`config.mk`:
```
export PLATFORM = sky130hd
export DESIGN_NAME = qmac_accum
export DESIGN_NICKNAME = d
export VERILOG_FILES = /design/src/rtl/qmac_accum.sv
export SDC_FILE = /design/constraint.sdc
export NUM_CORES = 1
export LEC_CHECK = 0
export ABC_AREA = 1
export CORE_AREA = 2 2 104 131
export DETAILED_ROUTE_END_ITERATION = 7
export DIE_AREA = 0 0 106 133
export GPL_ROUTABILITY_DRIVEN = 0
export PLACE_DENSITY = 0.72
export RECOVER_POWER = 100
export SYNTH_ARGS = -nofsm -noshare
export SYNTH_HDL_FRONTEND = slang
export SYNTH_SLANG_ARGS = --single-unit
export TNS_END_PERCENT = 1
```
`constraint.sdc`:
```
create_clock -name clk -period 8.4 [get_ports clk]
set_input_delay 1.26 -clock clk [delete_from_list [all_inputs] [get_ports clk]]
set_output_delay 1.26 -clock clk [all_outputs]
set_load 0.1 [all_outputs]
```
`src/rtl/qmac_accum.sv`:
```
`default_nettype none
// ============================================================================
// Module      : qmac_accum
// Description : Accumulates LEN signed 32-bit products plus a bias, then
//               rounds, shifts, optionally applies ReLU and saturates to N bits.
// Revision    : 1.0 - initial release
// ============================================================================
module qmac_accum #(
    parameter int N          = 8,
    parameter int LEN        = 25,
    parameter int FRAC_SHIFT = 7,
    parameter int RELU       = 1
) (
    input  logic                clk,
    input  logic                rst,
    input  logic                ce,
    input  logic                clear,
    input  logic signed [31:0]  product_din,
    input  logic                product_din_vld,
    input  logic signed [31:0]  bias_din,
    output logic        [N-1:0] acc_dout,
    output logic                acc_dout_vld,
    output logic                acc_busy,
    output logic                acc_ovf
);

    localparam int CNT_W = (LEN > 1) ? $clog2(LEN) : 1;

    localparam logic [CNT_W-1:0]  c_last    = CNT_W'(LEN - 1);
    localparam logic signed [32:0] c_max_val = (33'sd1 <<< (N - 1)) - 33'sd1;
    localparam logic signed [32:0] c_min_val = -(33'sd1 <<< (N - 1));

    typedef enum logic [1:0] {
        S_IDLE = 2'd0,
        S_ACC  = 2'd1,
        S_DONE = 2'd2
    } state_t;

    state_t                r_state;
    logic signed [31:0]    r_acc;
    logic [CNT_W-1:0]      r_cnt;
    logic [N-1:0]          r_acc_dout;
    logic                  r_acc_dout_vld;
    logic                  r_acc_ovf;

    logic signed [31:0]    w_add_a;
    logic signed [31:0]    w_add_sum;
    logic                  w_add_ovf;
    logic signed [32:0]    w_round;
    logic signed [32:0]    w_rsum;
    logic signed [32:0]    w_shift;
    logic signed [32:0]    w_relu;
    logic [N-1:0]          w_sat;

    // The first product of a group is added to the bias, later ones to acc.
    assign w_add_a   = (r_cnt == '0) ? bias_din : r_acc;
    assign w_add_sum = w_add_a + product_din;
    assign w_add_ovf = (w_add_a[31] == product_din[31]) && (w_add_sum[31] != w_add_a[31]);

    generate
        if (FRAC_SHIFT > 0) begin : g_round
            assign w_round = 33'sd1 <<< (FRAC_SHIFT - 1);
        end else begin : g_no_round
            assign w_round = 33'sd0;
        end
    endgenerate

    // 33 bits hold acc plus the rounding constant without wrapping.
    assign w_rsum  = {r_acc[31], r_acc} + w_round;
    assign w_shift = w_rsum >>> FRAC_SHIFT;
    assign w_relu  = ((RELU != 0) && w_shift[32]) ? 33'sd0 : w_shift;

    always_comb begin
        w_sat = w_relu[N-1:0];
        if (w_relu > c_max_val) begin
            w_sat = c_max_val[N-1:0];
        end else if (w_relu < c_min_val) begin
            w_sat = c_min_val[N-1:0];
        end
    end

    always_ff @(posedge clk) begin
        if (rst) begin
            r_state        <= S_IDLE;
            r_acc          <= '0;
            r_cnt          <= '0;
            r_acc_dout     <= '0;
            r_acc_dout_vld <= 1'b0;
            r_acc_ovf      <= 1'b0;
        end else begin
            r_acc_dout_vld <= 1'b0;
            if (ce) begin
                if (clear) begin
                    r_cnt     <= '0;
                    r_state   <= S_IDLE;
                    r_acc_ovf <= 1'b0;
                end else begin
                    if (r_state == S_DONE) begin
                        r_acc_dout     <= w_sat;
                        r_acc_dout_vld <= 1'b1;
                        r_state        <= S_IDLE;
                    end
                    // A product arriving in S_DONE overrides the state update above.
                    if (product_din_vld) begin
                        r_acc     <= w_add_sum;
                        r_acc_ovf <= (r_cnt == '0) ? w_add_ovf : (r_acc_ovf | w_add_ovf);
                        if (r_cnt == c_last) begin
                            r_cnt   <= '0;
                            r_state <= S_DONE;
                        end else begin
                            r_cnt   <= r_cnt + CNT_W'(1);
                            r_state <= S_ACC;
                        end
                    end
                end
            end
        end
    end

    assign acc_dout     = r_acc_dout;
    assign acc_dout_vld = r_acc_dout_vld;
    assign acc_busy     = (r_cnt != '0);
    assign acc_ovf      = r_acc_ovf;

endmodule
`default_nettype wire

```
==> flow_results.xml, run 1 <==
<?xml version="1.0" encoding="UTF-8"?>
<metrics>
  <group name="run_status">
    <metric name="status" unit="">complete, but fails checks</metric>
    <metric name="violations_in_the_final_reports" unit="">max-capacitance violations, max-slew violations</metric>
  </group>
  <group name="critical_path">
    <metric name="start_kind" unit="">register</metric>
    <metric name="cp_max_fo" unit="">65</metric>
    <metric name="endpoint_class_of_the_critical_path" unit="">output port</metric>
    <metric name="worst_ep_arrival_time" unit="ns">4.38</metric>
    <metric name="setup.worst_path.start" unit="">r_cnt[0]</metric>
    <metric name="worstReg2RegStart" unit="">r_cnt[0]</metric>
    <metric name="setup.reg_to_reg.worst_slack" unit="ns">3.15</metric>
    <metric name="type_of_the_worst_setup_path" unit="">register to output port</metric>
    <metric name="critical_path.endpoint" unit="">acc_busy</metric>
    <metric name="worst_ep_required_time" unit="ns">7.14</metric>
    <metric name="ff2ff_path_depth" unit="">19</metric>
    <metric name="rr_endpoint" unit="">r_acc[18]</metric>
  </group>
  <group name="floorplanning">
    <metric name="dieArea" unit="µm²">14100</metric>
    <metric name="core_area" unit="µm²">13000</metric>
    <metric name="ios" unit="">80</metric>
    <metric name="floorplan.initialDensity" unit="%">39.0</metric>
    <metric name="die_w" unit="µm">106</metric>
    <metric name="rows" unit="">47</metric>
    <metric name="die_y" unit="µm">133</metric>
  </group>
  <group name="clocking">
    <metric name="cts_tree" unit="">yes</metric>
    <metric name="cts_hold_buffers" unit="">0</metric>
    <metric name="htreeDepth" unit="">2</metric>
    <metric name="numCtsBuffers" unit="">5</metric>
    <metric name="insertion_delay" unit="ns">0.30</metric>
    <metric name="root_buffer" unit="">sky130_fd_sc_hd__clkbuf_16</metric>
    <metric name="cts.sinks" unit="">49</metric>
    <metric name="post-cts-setup-buffers" unit="">0</metric>
    <metric name="clock_path_buffers" unit="">2</metric>
    <metric name="cts.repair.resized" unit="">0</metric>
    <metric name="clkSlewWorstSetupHoldPaths" unit="ns">0.06</metric>
  </group>
  <group name="route">
    <metric name="drt-total-wl" unit="µm">14900</metric>
    <metric name="post_drt_via_cell_ratio" unit="">5.15</metric>
    <metric name="remaining_drc_errors" unit="">0</metric>
    <metric name="detail_route.wl_per_cell" unit="µm">13.5</metric>
    <metric name="ant_nets" unit="">0</metric>
    <metric name="drt_iter0_drc" unit="">366</metric>
    <metric name="via_count" unit="">5685</metric>
    <metric name="drt_pass1_iterations" unit="">5</metric>
  </group>
  <group name="timing">
    <metric name="timing.final.hold_violations" unit="">0</metric>
    <metric name="slew_at_the_pin_closest_to_its_max_slew_limit" unit="ns">2.66</metric>
    <metric name="min_period" unit="ns">5.64</metric>
    <metric name="setup_ws" unit="ns">2.76</metric>
    <metric name="fmax" unit="MHz">177</metric>
    <metric name="setup_tns" unit="ns">0</metric>
    <metric name="layout_worst_path_cycle_share" unit="%">67.1</metric>
    <metric name="setup-violations-final" unit="">0</metric>
    <metric name="relSlewSlack" unit="%">-77.2</metric>
    <metric name="holdWs" unit="ns">0.443</metric>
    <metric name="final_max_slew_viol_count" unit="">148</metric>
    <metric name="rsz0062_at_grt" unit="">no</metric>
    <metric name="timing.clock.skew" unit="ns">0.00763</metric>
  </group>
  <group name="power">
    <metric name="leakagePower" unit="nW">2.74</metric>
    <metric name="irDropWorstVdd" unit="mV">0.0717</metric>
    <metric name="finalPower" unit="W">0.000797</metric>
    <metric name="cellPowerDensity" unit="nW/µm²">129</metric>
  </group>
  <group name="finish">
    <metric name="layout.filler_cells" unit="">1424</metric>
    <metric name="final_area" unit="µm²">6160</metric>
    <metric name="antenna_cell_count" unit="">0</metric>
    <metric name="drive_above_1_share" unit="%">3.86</metric>
    <metric name="design.final.nets" unit="">1037</metric>
    <metric name="area.growth.synth_to_final" unit="%">21.5</metric>
  </group>
  <group name="grt">
    <metric name="gr-usage-all-layers" unit="%">21.3</metric>
    <metric name="grt_overflow" unit="">0</metric>
    <metric name="antenna_found_initial" unit="">0</metric>
    <metric name="pin_count_of_the_biggest_net_entering_global_routing" unit="">66</metric>
    <metric name="number_of_global_route_vias_before_repair" unit="">5337</metric>
    <metric name="grt_first_pass_wirelength" unit="µm">24600</metric>
  </group>
  <group name="synth">
    <metric name="commonest_cells_in_the_synthesized_netlist" unit="">sky130_fd_sc_hd__nand2_1, sky130_fd_sc_hd__a21oi_1, sky130_fd_sc_hd__nor2_1</metric>
    <metric name="synth_sequential_area_ratio" unit="%">19.3</metric>
    <metric name="synth-edff-count" unit="">0</metric>
    <metric name="synthTopCellsByArea" unit="">sky130_fd_sc_hd__dfxtp_1, sky130_fd_sc_hd__nand2_1, sky130_fd_sc_hd__a21oi_1, sky130_fd_sc_hd__nor2_1, sky130_fd_sc_hd__inv_1</metric>
    <metric name="synthDominantCellAreaShare" unit="%">19.3</metric>
    <metric name="most_common_flop_cell_mapped_by_yosys" unit="">sky130_fd_sc_hd__dfxtp_1</metric>
    <metric name="synth_most_common_cell" unit="">sky130_fd_sc_hd__nand2_1</metric>
    <metric name="yosys_warnings" unit="">0</metric>
    <metric name="synthesis.nets" unit="">968</metric>
    <metric name="synth-seq-cells" unit="">49</metric>
    <metric name="synth_cells" unit="">863</metric>
    <metric name="synthesis.area" unit="µm²">5070</metric>
    <metric name="proportion_of_synthesized_flip_flops_having_asynchronous_set_or_reset" unit="%">0</metric>
    <metric name="post_synth_num_cell_types" unit="">41</metric>
    <metric name="synth_area_leader_cell" unit="">sky130_fd_sc_hd__dfxtp_1</metric>
    <metric name="avgSynthCellArea" unit="µm²">5.87</metric>
  </group>
  <group name="min_path">
    <metric name="holdCritPathClass" unit="">register to register</metric>
  </group>
  <group name="placed_design">
    <metric name="detailedPlace.worstSlack" unit="ns">4.27</metric>
    <metric name="hpwl" unit="µm">12200</metric>
    <metric name="port-buffer-count" unit="">79</metric>
    <metric name="placement_cell_area" unit="µm²">6020</metric>
  </group>
  <group name="job">
    <metric name="cap_viol_max_count" unit="">3</metric>
  </group>
</metrics>
==> worst max-delay path: stages, from the launching register on <==
cell and delay (ns):
sky130_fd_sc_hd__dfxtp_1 0.36, sky130_fd_sc_hd__inv_1 0.08, sky130_fd_sc_hd__ha_1 0.19, sky130_fd_sc_hd__inv_1 0.05, sky130_fd_sc_hd__nor2_1 0.05, sky130_fd_sc_hd__nand3_2 0.06
sky130_fd_sc_hd__clkbuf_1 1.87, sky130_fd_sc_hd__dlygate4sd3_1 1.41
==> worst min-delay path by stage <==
stage / start / to / slack [ns] / depth (start not counted)
floorplan: r_acc[0] / r_acc[0] / 0.43 / 2
global placement: acc_dout[7] / acc_dout[7] / 0.43 / 2
detailed placement: acc_dout[7] / acc_dout[7] / 0.44 / 2
CTS: acc_dout[7] / acc_dout[7] / 0.45 / 2
global route: acc_dout[7] / acc_dout[7] / 0.45 / 2
finish: acc_dout[7] / acc_dout[7] / 0.44 / 2
==> cell usage in the layout (no fill, tap or decap), drive strengths merged <==
cell type and n:
or2 1, nand4 12, a31oi 3, nor2 126
a21oi 126, fa 1, dfxtp 49, o211ai 3
mux2 1, and2 2, ha 35, nand3 42
o21ai 68, nor3 6, a31o 1, o311ai 1
xnor2 6, clkinv 4, nand3b 4, nor4 2
dlygate4sd3 13, clkbuf 11, clkdlybuf4s50 66, o21a 3
inv 120, o21bai 4, xor2 23, o2111ai 1
a21o 6, nand2 193
==> final cells by class <==
cell class	instances	area, µm²	area share (%)
Clock buffer	7	153	2.48
Clock inverter	1	5.00	0.0812
Inverter	123	462	7.49
Multi-Input combinational cell	670	3540	57.5
Sequential cell	49	981	15.9
Tap cell	171	214	3.47
Timing Repair Buffer	83	806	13.1
==> kinds of logic (layout without fill, tap and decap cells) <==
logic type	after synthesis	count (layout)	share of synthesized area [%]
AO/OA/AOI/OAI	216	216	22.9
XOR/XNOR	29	29	5.01
adder cells (fa/ha/maj)	36	36	9.03
buffers and inverters	144	214	10.9
flip-flops	49	49	19.3
multiplexers	1	1	0.222
AND/OR/NAND/NOR	388	388	32.6
==> where the power goes <==
part	total [W]	switching, W	internal [W]
clock	0.000213	0.0000864	0.000126
sequential	0.000253	0.0000101	0.000243
combinational	0.000331	0.000202	0.000129
total	0.000797	0.000298	0.000498
==> state kept, by name, indices dropped and copies added, names as in the netlist <==
register and count:
acc_dout 8, acc_dout_vld 1, acc_ovf 1, r_acc 32
r_cnt 5, r_state 2
==> layer usage <==
| metal | track usage [%] | vias up | part of all wire (%) |
|---|---|---|---|
| met5 | 0 | - | 0 |
| met4 | 8.33 | 0 | 3.0 |
| met3 | 1.97 | 34 | 4.4 |
| met2 | 38.6 | 169 | 50 |
| met1 | 25.8 | 2526 | 43 |
| li1 | - | 2956 | - |
==> through the flow <==
stage	util, %	std cells
2_1_floorplan	-	863
3_3_place_gp	46.3	1096
3_5_place_dp	46.3	1096
4_1_cts	47.6	1104
5_1_grt	47.4	1104
6_report	47.4	1104
No activity file was read; power rests on OpenSTA's default activity.
==> run 2, diff against run 1 <==
- PLACE_DENSITY: 0.72 -> 0.74
- clock period: 8.4 -> 5 ns (I/O delays scaled with it)
==> run 2 against run 1 <==
Net effect:
- the flow still finishes with violations (max-capacitance violations, max-slew violations)
- setup slack got worse by 1.9 ns
- first-iteration DRC count down 25%
- critical path type unchanged
- final cell count unchanged
- clock skew decreased by 0.0049 ns
- routed wire length is 1.0% higher
- critical path depth did not move
- sequential power rose by 68%
- highest routed layer unchanged
==> flow_results.xml, run 2 (synthesis results as in run 1) <==
<?xml version="1.0" encoding="UTF-8"?>
<metrics>
  <group name="clocking">
    <metric name="clkSlewWorstSetupHoldPaths" unit="ns">0.06</metric>
    <metric name="clock_path_buffers" unit="">2</metric>
    <metric name="cts_tree" unit="">yes</metric>
    <metric name="root_buffer" unit="">sky130_fd_sc_hd__clkbuf_16</metric>
    <metric name="numCtsBuffers" unit="">5</metric>
    <metric name="htreeDepth" unit="">2</metric>
    <metric name="cts_hold_buffers" unit="">0</metric>
    <metric name="post-cts-setup-buffers" unit="">0</metric>
    <metric name="cts.repair.resized" unit="">0</metric>
    <metric name="cts.sinks" unit="">49</metric>
    <metric name="insertion_delay" unit="ns">0.29</metric>
  </group>
  <group name="timing">
    <metric name="min_period" unit="ns">4.13</metric>
    <metric name="setup_tns" unit="ns">0</metric>
    <metric name="layout_worst_path_cycle_share" unit="%">82.7</metric>
    <metric name="slew_at_the_pin_closest_to_its_max_slew_limit" unit="ns">1.69</metric>
    <metric name="setup-violations-final" unit="">0</metric>
    <metric name="timing.clock.skew" unit="ns">0.00274</metric>
    <metric name="timing.final.hold_violations" unit="">0</metric>
    <metric name="fmax" unit="MHz">242</metric>
    <metric name="rsz0062_at_grt" unit="">no</metric>
    <metric name="final_max_slew_viol_count" unit="">47</metric>
    <metric name="relSlewSlack" unit="%">-12.9</metric>
  </group>
  <group name="critical_path">
    <metric name="setup.reg_to_reg.worst_slack" unit="ns">1.12</metric>
    <metric name="cells_traversed_along_the_worst_timing_path" unit="">inv_1, ha_1, inv_1, nor2_1, nand3_1, buf_4, dlygate4sd3_1</metric>
    <metric name="setup.worst_path.start" unit="">r_cnt[0]</metric>
    <metric name="cp_slowest_stage_delay" unit="ns">1.28</metric>
    <metric name="worst_ep_required_time" unit="ns">4.25</metric>
    <metric name="ff2ff_path_depth" unit="">17</metric>
    <metric name="start_kind" unit="">register</metric>
    <metric name="cpMostUsedCell" unit="">sky130_fd_sc_hd__inv_1</metric>
    <metric name="worst_ep_arrival_time" unit="ns">3.38</metric>
    <metric name="type_of_the_worst_setup_path" unit="">register to output port</metric>
    <metric name="rr_endpoint" unit="">r_acc[24]</metric>
    <metric name="worst_path_max_delay_cell" unit="">sky130_fd_sc_hd__dlygate4sd3_1</metric>
    <metric name="cp_max_fo" unit="">46</metric>
    <metric name="worstReg2RegStart" unit="">r_cnt[0]</metric>
    <metric name="endpoint_class_of_the_critical_path" unit="">output port</metric>
  </group>
  <group name="finish">
    <metric name="final_area" unit="µm²">6170</metric>
    <metric name="largest_reg_flops" unit="">32</metric>
    <metric name="design.final.nets" unit="">1037</metric>
    <metric name="layout.filler_cells" unit="">1394</metric>
    <metric name="antenna_cell_count" unit="">0</metric>
    <metric name="layout_commonest_cell" unit="">sky130_fd_sc_hd__nand2_1</metric>
    <metric name="layout_common_cells" unit="">sky130_fd_sc_hd__nand2_1, sky130_fd_sc_hd__nor2_1, sky130_fd_sc_hd__a21oi_1</metric>
    <metric name="largest_register" unit="">r_acc</metric>
    <metric name="area.growth.synth_to_final" unit="%">21.6</metric>
    <metric name="drive_above_1_share" unit="%">3.97</metric>
  </group>
  <group name="route">
    <metric name="detail_route.wl_per_cell" unit="µm">13.6</metric>
    <metric name="drt_iter0_drc" unit="">273</metric>
    <metric name="remaining_drc_errors" unit="">0</metric>
    <metric name="drt-total-wl" unit="µm">15000</metric>
    <metric name="post_drt_via_cell_ratio" unit="">5.11</metric>
    <metric name="drt_pass1_iterations" unit="">5</metric>
    <metric name="ant_nets" unit="">0</metric>
    <metric name="via_count" unit="">5640</metric>
  </group>
  <group name="floorplanning">
    <metric name="floorplan.initialDensity" unit="%">39.0</metric>
    <metric name="die_y" unit="µm">133</metric>
    <metric name="dieArea" unit="µm²">14100</metric>
    <metric name="core_area" unit="µm²">13000</metric>
    <metric name="rows" unit="">47</metric>
    <metric name="die_w" unit="µm">106</metric>
    <metric name="ios" unit="">80</metric>
  </group>
  <group name="min_path">
    <metric name="min_delay_worst_endpoint" unit="">acc_dout[7]</metric>
    <metric name="timing.hold.worst.start" unit="">acc_dout[7]</metric>
    <metric name="holdCritPathClass" unit="">register to register</metric>
    <metric name="worstHoldPathCells" unit="">2</metric>
  </group>
  <group name="power">
    <metric name="cellPowerDensity" unit="nW/µm²">218</metric>
    <metric name="irDropWorstVdd" unit="mV">0.130</metric>
    <metric name="leakagePower" unit="nW">2.75</metric>
  </group>
  <group name="job">
    <metric name="cap_viol_max_count" unit="">1</metric>
  </group>
  <group name="grt">
    <metric name="pin_count_of_the_biggest_net_entering_global_routing" unit="">47</metric>
    <metric name="grt_overflow" unit="">0</metric>
    <metric name="number_of_global_route_vias_before_repair" unit="">5419</metric>
    <metric name="grt_first_pass_wirelength" unit="µm">25000</metric>
    <metric name="gr-usage-all-layers" unit="%">21.7</metric>
    <metric name="antenna_found_initial" unit="">0</metric>
  </group>
  <group name="placed_design">
    <metric name="port-buffer-count" unit="">79</metric>
    <metric name="placement_cell_area" unit="µm²">6020</metric>
    <metric name="hpwl" unit="µm">12500</metric>
  </group>
  <group name="run_status">
    <metric name="violations_in_the_final_reports" unit="">max-capacitance violations, max-slew violations</metric>
    <metric name="status" unit="">complete, but fails checks</metric>
  </group>
</metrics>
run 2: worst max path at each step:
stage	endpoint	slack (ns)	cells after the start
2_1_floorplan	r_acc[20]	1.12	23
3_3_place_gp	r_acc[28]	1.46	17
3_5_place_dp	r_acc[28]	1.41	17
4_1_cts	acc_busy	1.21	7
5_1_grt	r_acc[22]	0.58	16
6_report	acc_busy	0.87	7
run 2: layout make-up:
| class | count | area [µm²] | area share [%] |
|---|---|---|---|
| Clock buffer | 7 | 153 | 2.48 |
| Inverter | 123 | 462 | 7.49 |
| Clock inverter | 1 | 8.76 | 0.142 |
| Tap cell | 171 | 214 | 3.47 |
| Sequential cell | 49 | 981 | 15.9 |
| Timing Repair Buffer | 83 | 813 | 13.2 |
| Multi-Input combinational cell | 670 | 3540 | 57.3 |
run 2: worst max-delay path, delay by kind of cell (launching register included):
kind / cells / cell delay [ns]
simple gates: 2 / 0.58
flops: 1 / 0.37
fa+ha+maj: 1 / 0.19
buf+inv: 4 / 1.93
run 2: metrics by stage:
step           instances  total power (W)  setup WS [ns]  util [%]  hold slack (ns)
6_report            1104          0.00135          0.867      47.5            0.439
5_1_grt             1104          0.00143          0.580      47.5            0.475
4_1_cts             1104          0.00135           1.21      47.6            0.450
3_5_place_dp        1096         0.000985           1.41      46.3            0.439
3_3_place_gp        1096         0.000980           1.46      46.3            0.426
2_1_floorplan        863         0.000819           1.12         -            0.430
run 2: where the power goes:
| group | leakage, nW | internal (W) | switching, W |
|---|---|---|---|
| logic | 2.27 | 0.000216 | 0.000341 |
| clock network | 0.0805 | 0.000215 | 0.000148 |
| registers | 0.400 | 0.000409 | 0.0000167 |
| total | 2.75 | 0.000839 | 0.000506 |
run 2: metal layers:
metal  wire, µm  part of all wire, %  global-route usage [%]  vias to the layer above
met4        481                  3.2                    8.48                        0
li1           -                    -                       -                     2952
met2       7580                   50                    39.4                      142
met5          0                    0                       0                        -
met3        504                  3.4                    2.12                       40
met1       6480                   43                    26.1                     2506
